<file path="config.mk">
export PLATFORM = sky130hd
export DESIGN_NAME = seq_game_ctrl
export DESIGN_NICKNAME = d
export VERILOG_FILES = /design/src/rtl/seq_game_ctrl.sv
export SDC_FILE = /design/constraint.sdc
export NUM_CORES = 1
export LEC_CHECK = 0
export BUFFER_PORTS_ARGS = -buffer_cell sky130_fd_sc_hd__buf_2
export CAP_MARGIN = 40
export CORE_ASPECT_RATIO = 1.4
export CORE_MARGIN = 2
export CORE_UTILIZATION = 50
export DETAILED_ROUTE_END_ITERATION = 8
export GPL_ROUTABILITY_DRIVEN = 0
export PLACE_DENSITY = 0.69
export SETUP_SLACK_MARGIN = 0.1
export SLEW_MARGIN = 20
export SYNTH_ARGS = -nofsm -noshare
export SYNTH_HDL_FRONTEND = slang
export SYNTH_SLANG_ARGS = --single-unit
export TNS_END_PERCENT = 1
</file>
<file path="constraint.sdc">
create_clock -name clock -period 3.03 [get_ports clock]
set_input_delay 0.1515 -clock clock [delete_from_list [all_inputs] [get_ports clock]]
set_output_delay 0.1515 -clock clock [all_outputs]
set_load 0.01 [all_outputs]
</file>
<file path="src/rtl/seq_game_ctrl.sv">
// seq_game_ctrl: memory-game round controller; replays the first level ROM steps on the LEDs,
// then checks the player's one-hot presses against the same ROM, growing the level up to 16.
module seq_game_ctrl #(
  parameter int SHOW_TICKS    = 2,
  parameter int GAP_TICKS     = 1,
  parameter int TIMEOUT_TICKS = 8
) (
  input  logic       clock,
  input  logic       reset,
  input  logic       start,
  input  logic       tick,
  input  logic [3:0] btn,
  input  logic [3:0] rom_data,
  output logic [3:0] address,
  output logic [3:0] leds,
  output logic [4:0] level,
  output logic       win,
  output logic       lose
);
  typedef enum logic [2:0] {IDLE, SHOW_ON, SHOW_OFF, INPUT, WIN, LOSE} state_t;
  state_t state, state_n;
  logic [3:0] idx, idx_n;
  logic [4:0] level_n;
  logic [7:0] tcnt, tcnt_n;
  logic pre, pre_n;
  logic last, show_done, gap_done, timeout;
  assign last      = {1'b0, idx} == level - 5'd1;
  assign show_done = tick && tcnt == 8'(SHOW_TICKS - 1);
  assign gap_done  = tick && tcnt == 8'(GAP_TICKS - 1);
  assign timeout   = tick && tcnt == 8'(TIMEOUT_TICKS - 1);
  assign address   = idx;
  assign leds      = state == SHOW_ON ? rom_data : 4'd0;
  assign win       = state == WIN;
  assign lose      = state == LOSE;
  always_ff @(posedge clock or posedge reset)
    if (reset) begin
      state <= IDLE;
      idx   <= '0;
      level <= '0;
      tcnt  <= '0;
      pre   <= 1'b0;
    end else begin
      state <= state_n;
      idx   <= idx_n;
      level <= level_n;
      tcnt  <= tcnt_n;
      pre   <= pre_n;
    end
  // pre marks the dark gap that precedes each replay, before step 0 is lit
  always_comb begin
    state_n = state;
    idx_n   = idx;
    level_n = level;
    pre_n   = pre;
    tcnt_n  = tick ? tcnt + 8'd1 : tcnt;
    case (state)
      IDLE, WIN, LOSE:
        if (start) begin
          state_n = SHOW_OFF;
          level_n = 5'd1;
          idx_n   = '0;
          pre_n   = 1'b1;
        end
      SHOW_ON: if (show_done) state_n = SHOW_OFF;
      SHOW_OFF:
        if (gap_done) begin
          pre_n   = 1'b0;
          state_n = pre || !last ? SHOW_ON : INPUT;
          idx_n   = pre || last ? 4'd0 : idx + 4'd1;
        end
      INPUT:
        if (btn != 4'd0) begin
          if (btn != rom_data) state_n = LOSE;
          else if (!last) begin
            idx_n  = idx + 4'd1;
            tcnt_n = '0;
          end else if (level == 5'd16) state_n = WIN;
          else begin
            state_n = SHOW_OFF;
            level_n = level + 5'd1;
            idx_n   = '0;
            pre_n   = 1'b1;
          end
        end else if (timeout) state_n = LOSE;
      default: state_n = IDLE;
    endcase
    if (state_n != state) tcnt_n = '0;
  end
endmodule

</file>
Word-level counts from Yosys, hierarchy flattened
Cells that the tools add are included.
{"block": "classes", "add_sub_neg": 4, "n_eq_ne": 18, "mux": 38, "reduce_logical": 15}
{"cell": "$mux W8", "n": 6}
{"cell": "$mux W4", "n": 8}
{"cell": "$mux W5", "n": 5}
{"cell": "$mux W3", "n": 8}
{"cell": "$ne A2 B2 Y1 const B", "n": 6}
{"cell": "$pmux W3 S4", "n": 1}
{"cell": "$pmux W4 S3", "n": 1}
{"cell": "$reduce_and A6 Y1", "n": 2}
{"cell": "$pmux W5 S2", "n": 1}
{"cell": "$add A8 B1 Y8 const B", "n": 1}
{"cell": "$eq A8 B1 Y1 const B", "n": 1}
{"cell": "$eq A8 B3 Y1 const B", "n": 1}
{"cell": "$logic_not A8 Y1", "n": 1}
{"cell": "$reduce_and A7 Y1", "n": 1}
{"cell": "$eq A3 B2 Y1 const B", "n": 2}
{"cell": "$eq A3 B3 Y1 const B", "n": 2}
{"cell": "$mux W1", "n": 6}
{"cell": "$add A5 B1 Y5 const B", "n": 1}
{"cell": "$eq A4 B5 Y1", "n": 1}
{"cell": "$eq A5 B5 Y1 const B", "n": 1}
{"cell": "$sub A5 B1 Y5 const B", "n": 1}
{"cell": "$add A4 B1 Y4 const B", "n": 1}
{"cell": "$ne A4 B4 Y1", "n": 1}
{"cell": "$reduce_bool A4 Y1", "n": 1}
{"cell": "other kinds (12)", "n": 15}
{"block": "totals", "ff_bits": 21, "out_inout_bits": 15, "wordCells": 80}

Depth between registers and ports, before layout
{"block": "depth", "word_depth": 9, "depth_mapped": 7, "ltp_nobuf": 7}

Worst setup path after synthesis
No wires, ideal clock.
{"block": "synth_timing", "path_kind": "register to register", "start": "reg level[0]", "end": "reg level[3]", "setup_time_ns": 0.078, "arrival_ns": 2.155, "t_required_ns": 2.952, "slack_ns": 0.798, "path_stages_with_launch": 8, "path_buffers": 0, "cell_sequence": "dfrtp_1 inv_1 ha_1 o21ba_1 a221oi_2 o2111ai_2 or4_1 a21oi_1"}
{"block": "synth_via", "elab_chain_len": 6, "elab_cells_between_ends": 12, "classes_between": "add/sub: 2; eq/ne: 4; mux: 5; reduce/logical: 1"}
{"element": "start: declaration", "line": "16", "text": "output logic [4:0] level,"}
{"element": "start signal: assignment", "line": "45", "text": "level <= level_n;"}
{"element": "$add A5 B1 Y5", "line": "80", "text": "level_n = level + 5'd1;"}
{"element": "$mux W5", "line": "77", "text": "end else if (level == 5'd16) state_n = WIN;"}
{"element": "$mux W5", "line": "74", "text": "else if (!last) begin"}
{"element": "$mux W5", "line": "73", "text": "if (btn != rom_data) state_n = LOSE;"}
{"element": "$mux W5", "line": "72", "text": "if (btn != 4'd0) begin"}
{"element": "$pmux W5 S2", "line": "56", "text": "case (state)"}
Parallel ways exist; a longest one is shown, timed or not. The select of a mux whose other input is x is not followed.
A chain may end at the register's enable or synchronous reset.

Final worst setup path
Same ends and word-level chain as after synthesis.

==> out/results.tsv <==
stage	metric	value	unit
routing	drt_iter0_drc	49	
timing	period_share	79.72	%
clock_network	cts-resized-gates	0	
critical_path	end_kind	register	
yosys	synth_seq_cells	21	
pwr	p_sw_share	46.62	%
clock_network	htree_levels	1	
pwr	p_int	665.4	uW
critical_path	crit_buf_inv	1	
yosys	synth_area_leaders	dfrtp_1 31%, ha_1 4.5%, xor2_1 4.2%	
pwr	leakage	0.0008099	uW
yosys	yosysWarnings	0	
layout	syn_to_final_growth	13.65	%
global_route	grt_max_degree	22	
timing	fmax	0.4140	GHz
yosys	synth_top_cell_area_share	31.32	%
status	status	complete, no violations	
routing	wl	4157	microns
critical_path	crit_type	reg2reg	
timing	setup_tns	0	ns
floorplan	rows	24	
layout	antenna_cells	0	
routing	drc_errors	0	
yosys	synthCells	190	
pwr	power_density	653.7	nW/um^2
critical_path	critPathArrivalTime	2.61	ns
floorplan	fp.dieW	52.96	microns
layout	fin_nets	237	
floorplan	core	3153	sq um
clock_network	cts_max_path_buffers	2	
worst_hold_path	hp-class	in2async	
critical_path	required	3.22	ns
timing	final-setup-viol-count	0	
clock_network	clock_latency	0.26	ns
yosys	async_flop_share	100.0	%
global_route	grtUsageMet2	43.75	%
timing	clock_skew	0.001815	ns
global_route	antenna_found_initial	0	
routing	drtAntennaViolNets	0	
yosys	syn-cell-area	1678	sq um
critical_path	worstPathCellList	inv_1 > ha_1 > o21ba_1 > a221oi_2 > o2111ai_2 > or4_1 > a21oi_1	
clock_network	cts_made_buffers	3	
routing	viasPerCell	6.105	
routing	post_drt_wl_per_cell	16.18	microns
routing	firstDrtPassIters	4	
pwr	p_clk_share	15.3	%
yosys	synthFlopType	dfrtp_1	
global_route	overflow	0	
pwr	vdd_ir_drop_max	0.4848	mV
place	hpwl	3226	microns
job	drv_cap	0	
layout	fillers	305	
global_route	grtUsageMet1	29.70	%
timing	rsz0062_at_grt	false	
global_route	grt_pass1_vias	1579	
critical_path	crit_path_top_delay_cell	or4_1	
floorplan	boundaryPins	27	
place	pre_cts_slack	0.6277	ns
critical_path	crit_fanout	7	
critical_path	cp-start-kind	register	
timing	slew_headroom	55.96	%
timing	setup_slack	0.6145	ns
global_route	grt_use_total	24.79	%
yosys	synth.net_count	208	
clock_network	clk_pin_slew	0.08	ns
timing	drv_slew	0	
yosys	synth_edf_count	0	
floorplan	die_y	72.54	microns
pwr	switchingPower	581.0	uW
yosys	synth.avg_cell_area	8.831	sq um
timing	hold_viol	0	
global_route	busiest_layer	met2	
clock_network	cts_tree	built	
place	portBuffers	26	
global_route	grt_pass1_wl	7224	microns
critical_path	crit_family	compound AO/OA/AOI/OAI gates	
yosys	synth_top_area_cell	dfrtp_1	
pwr	seq_power_share	33.6	%
timing	worstMarginPinSlew	0.6599	ns
routing	vias	1569	
critical_path	slowest_delay	0.52	ns
yosys	yosysSeqAreaShare	31.32	%
pwr	comb_power_share	51.1	%
clock_network	cts.sinks	21	
floorplan	initial_core_util	53.21	%
floorplan	dieArea	3842	sq um
clock_network	cts_root_buf	clkbuf_8	
yosys	synthDistinctLibCells	56	
layout	drive_gt1_share	22.02	%
global_route	met3_usage	2.881	%
timing	layout_min_cycle_time	2.415	ns
-- tightest hold or removal path, delay by kind of cell --
| family | cells | cell delay, ns |
|---|---|---|
| buffers and inverters | 3 | 0.76 |
-- cells by family (layout without fill, tap and decap cells) --
family / after synthesis / in the layout / share of synthesized area (%)
AND/OR/NAND/NOR: 83 / 83 / 28.26
AO/OA/AOI/OAI: 50 / 50 / 23.04
flip-flops: 21 / 21 / 31.32
XOR/XNOR: 16 / 16 / 9.247
buffers and inverters: 14 / 42 / 3.653
adder cells (fa/ha/maj): 6 / 6 / 4.474
-- flip-flops by register name, indices dropped and copies added (netlist names) --
signal	cells
tcnt	8
level	5
state	3
address	4
pre	1
-- stage by stage --
stage	total power (uW)	util [%]	cells	hold WS, ns	instance area [sq um]
finish	1246	60.48	257	0.2891	1907
global route	1351	60.48	257	0.2985	1907
CTS	1240	59.68	255	0.06458	1882
detailed placement	1050	58.25	251	0.3607	1837
global placement	1024	58.25	251	0.3266	1837
floorplan	882.3	-	190	0.1280	1678
-- repair_timing --
action | 4_1_cts | 5_1_grt
hold buffers | 0 | 1
endpoints found under the hold margin | 0 | 21
buffers inserted | 0 | 0
-- synthesized netlist by cell type, types with 5 or more instances --
master / count
dfrtp_1: 21
o21ai_0: 13
xor2_1: 8
xnor2_1: 6
nand3_1: 7
nand2_1: 13
ha_1: 6
nor2_1: 18
nor3_1: 5
a21oi_1: 7
and2_1: 6
a211oi_1: 5
inv_1: 9
-- power groups by stage --
stage                     clock network, uW  registers [uW]  logic (uW)
final                                   191             419         636
after global routing                    208             429         714
after global placement                    0             415         609
after floorplan                           0             382         501
after detailed placement                  0             421         629
after CTS                               191             416         634
-- worst paths after layout --
check / startpoint / to / slack (ns) / cells past startpoint
min in group clock: tick / tcnt[0]$_DFF_PP0_ / 0.29 / 4
worst max register to register: level[0]$_DFFE_PP0P_ / level[3]$_DFFE_PP0P_ / 0.61 / 7
worst max-delay path: level[0]$_DFFE_PP0P_ / level[3]$_DFFE_PP0P_ / 0.61 / 7
worst min register to register: level[4]$_DFFE_PP0P_ / level[4]$_DFFE_PP0P_ / 0.59 / 2
worst min-delay path: reset / level[4]$_DFFE_PP0P_ / 0.29 / 3
max in group asynchronous: reset / state[2]$_DFF_PP0_ / 2.37 / 4
-- cells in the final DEF, fill, tap and decap left out, types with 7 or more instances in the layout --
master and instances:
buf_2 26, xor2_1 8, inv_1 9, o21ai_0 13, nand3_1 7, nand2_1 13, a21oi_1 7, nor2_1 18
dfrtp_1 21
-- cell type report --
type / instances / area (sq um) / share of cell area, %
multi-input combinational: 155 / 1091 / 57.22
sequential: 21 / 525.5 / 27.56
timing repair buffer: 29 / 162.7 / 8.530
tap: 39 / 48.80 / 2.559
clock buffer: 4 / 45.04 / 2.362
inverter: 9 / 33.78 / 1.772
-- routing by layer --
layer / vias to the layer above / part of all wire, %
met5: - / 0
met4: 0 / 3.3
met3: 14 / 2.7
met2: 33 / 56
met1: 756 / 38
li1: 766 / -
(Power assumes the default switching activity.)
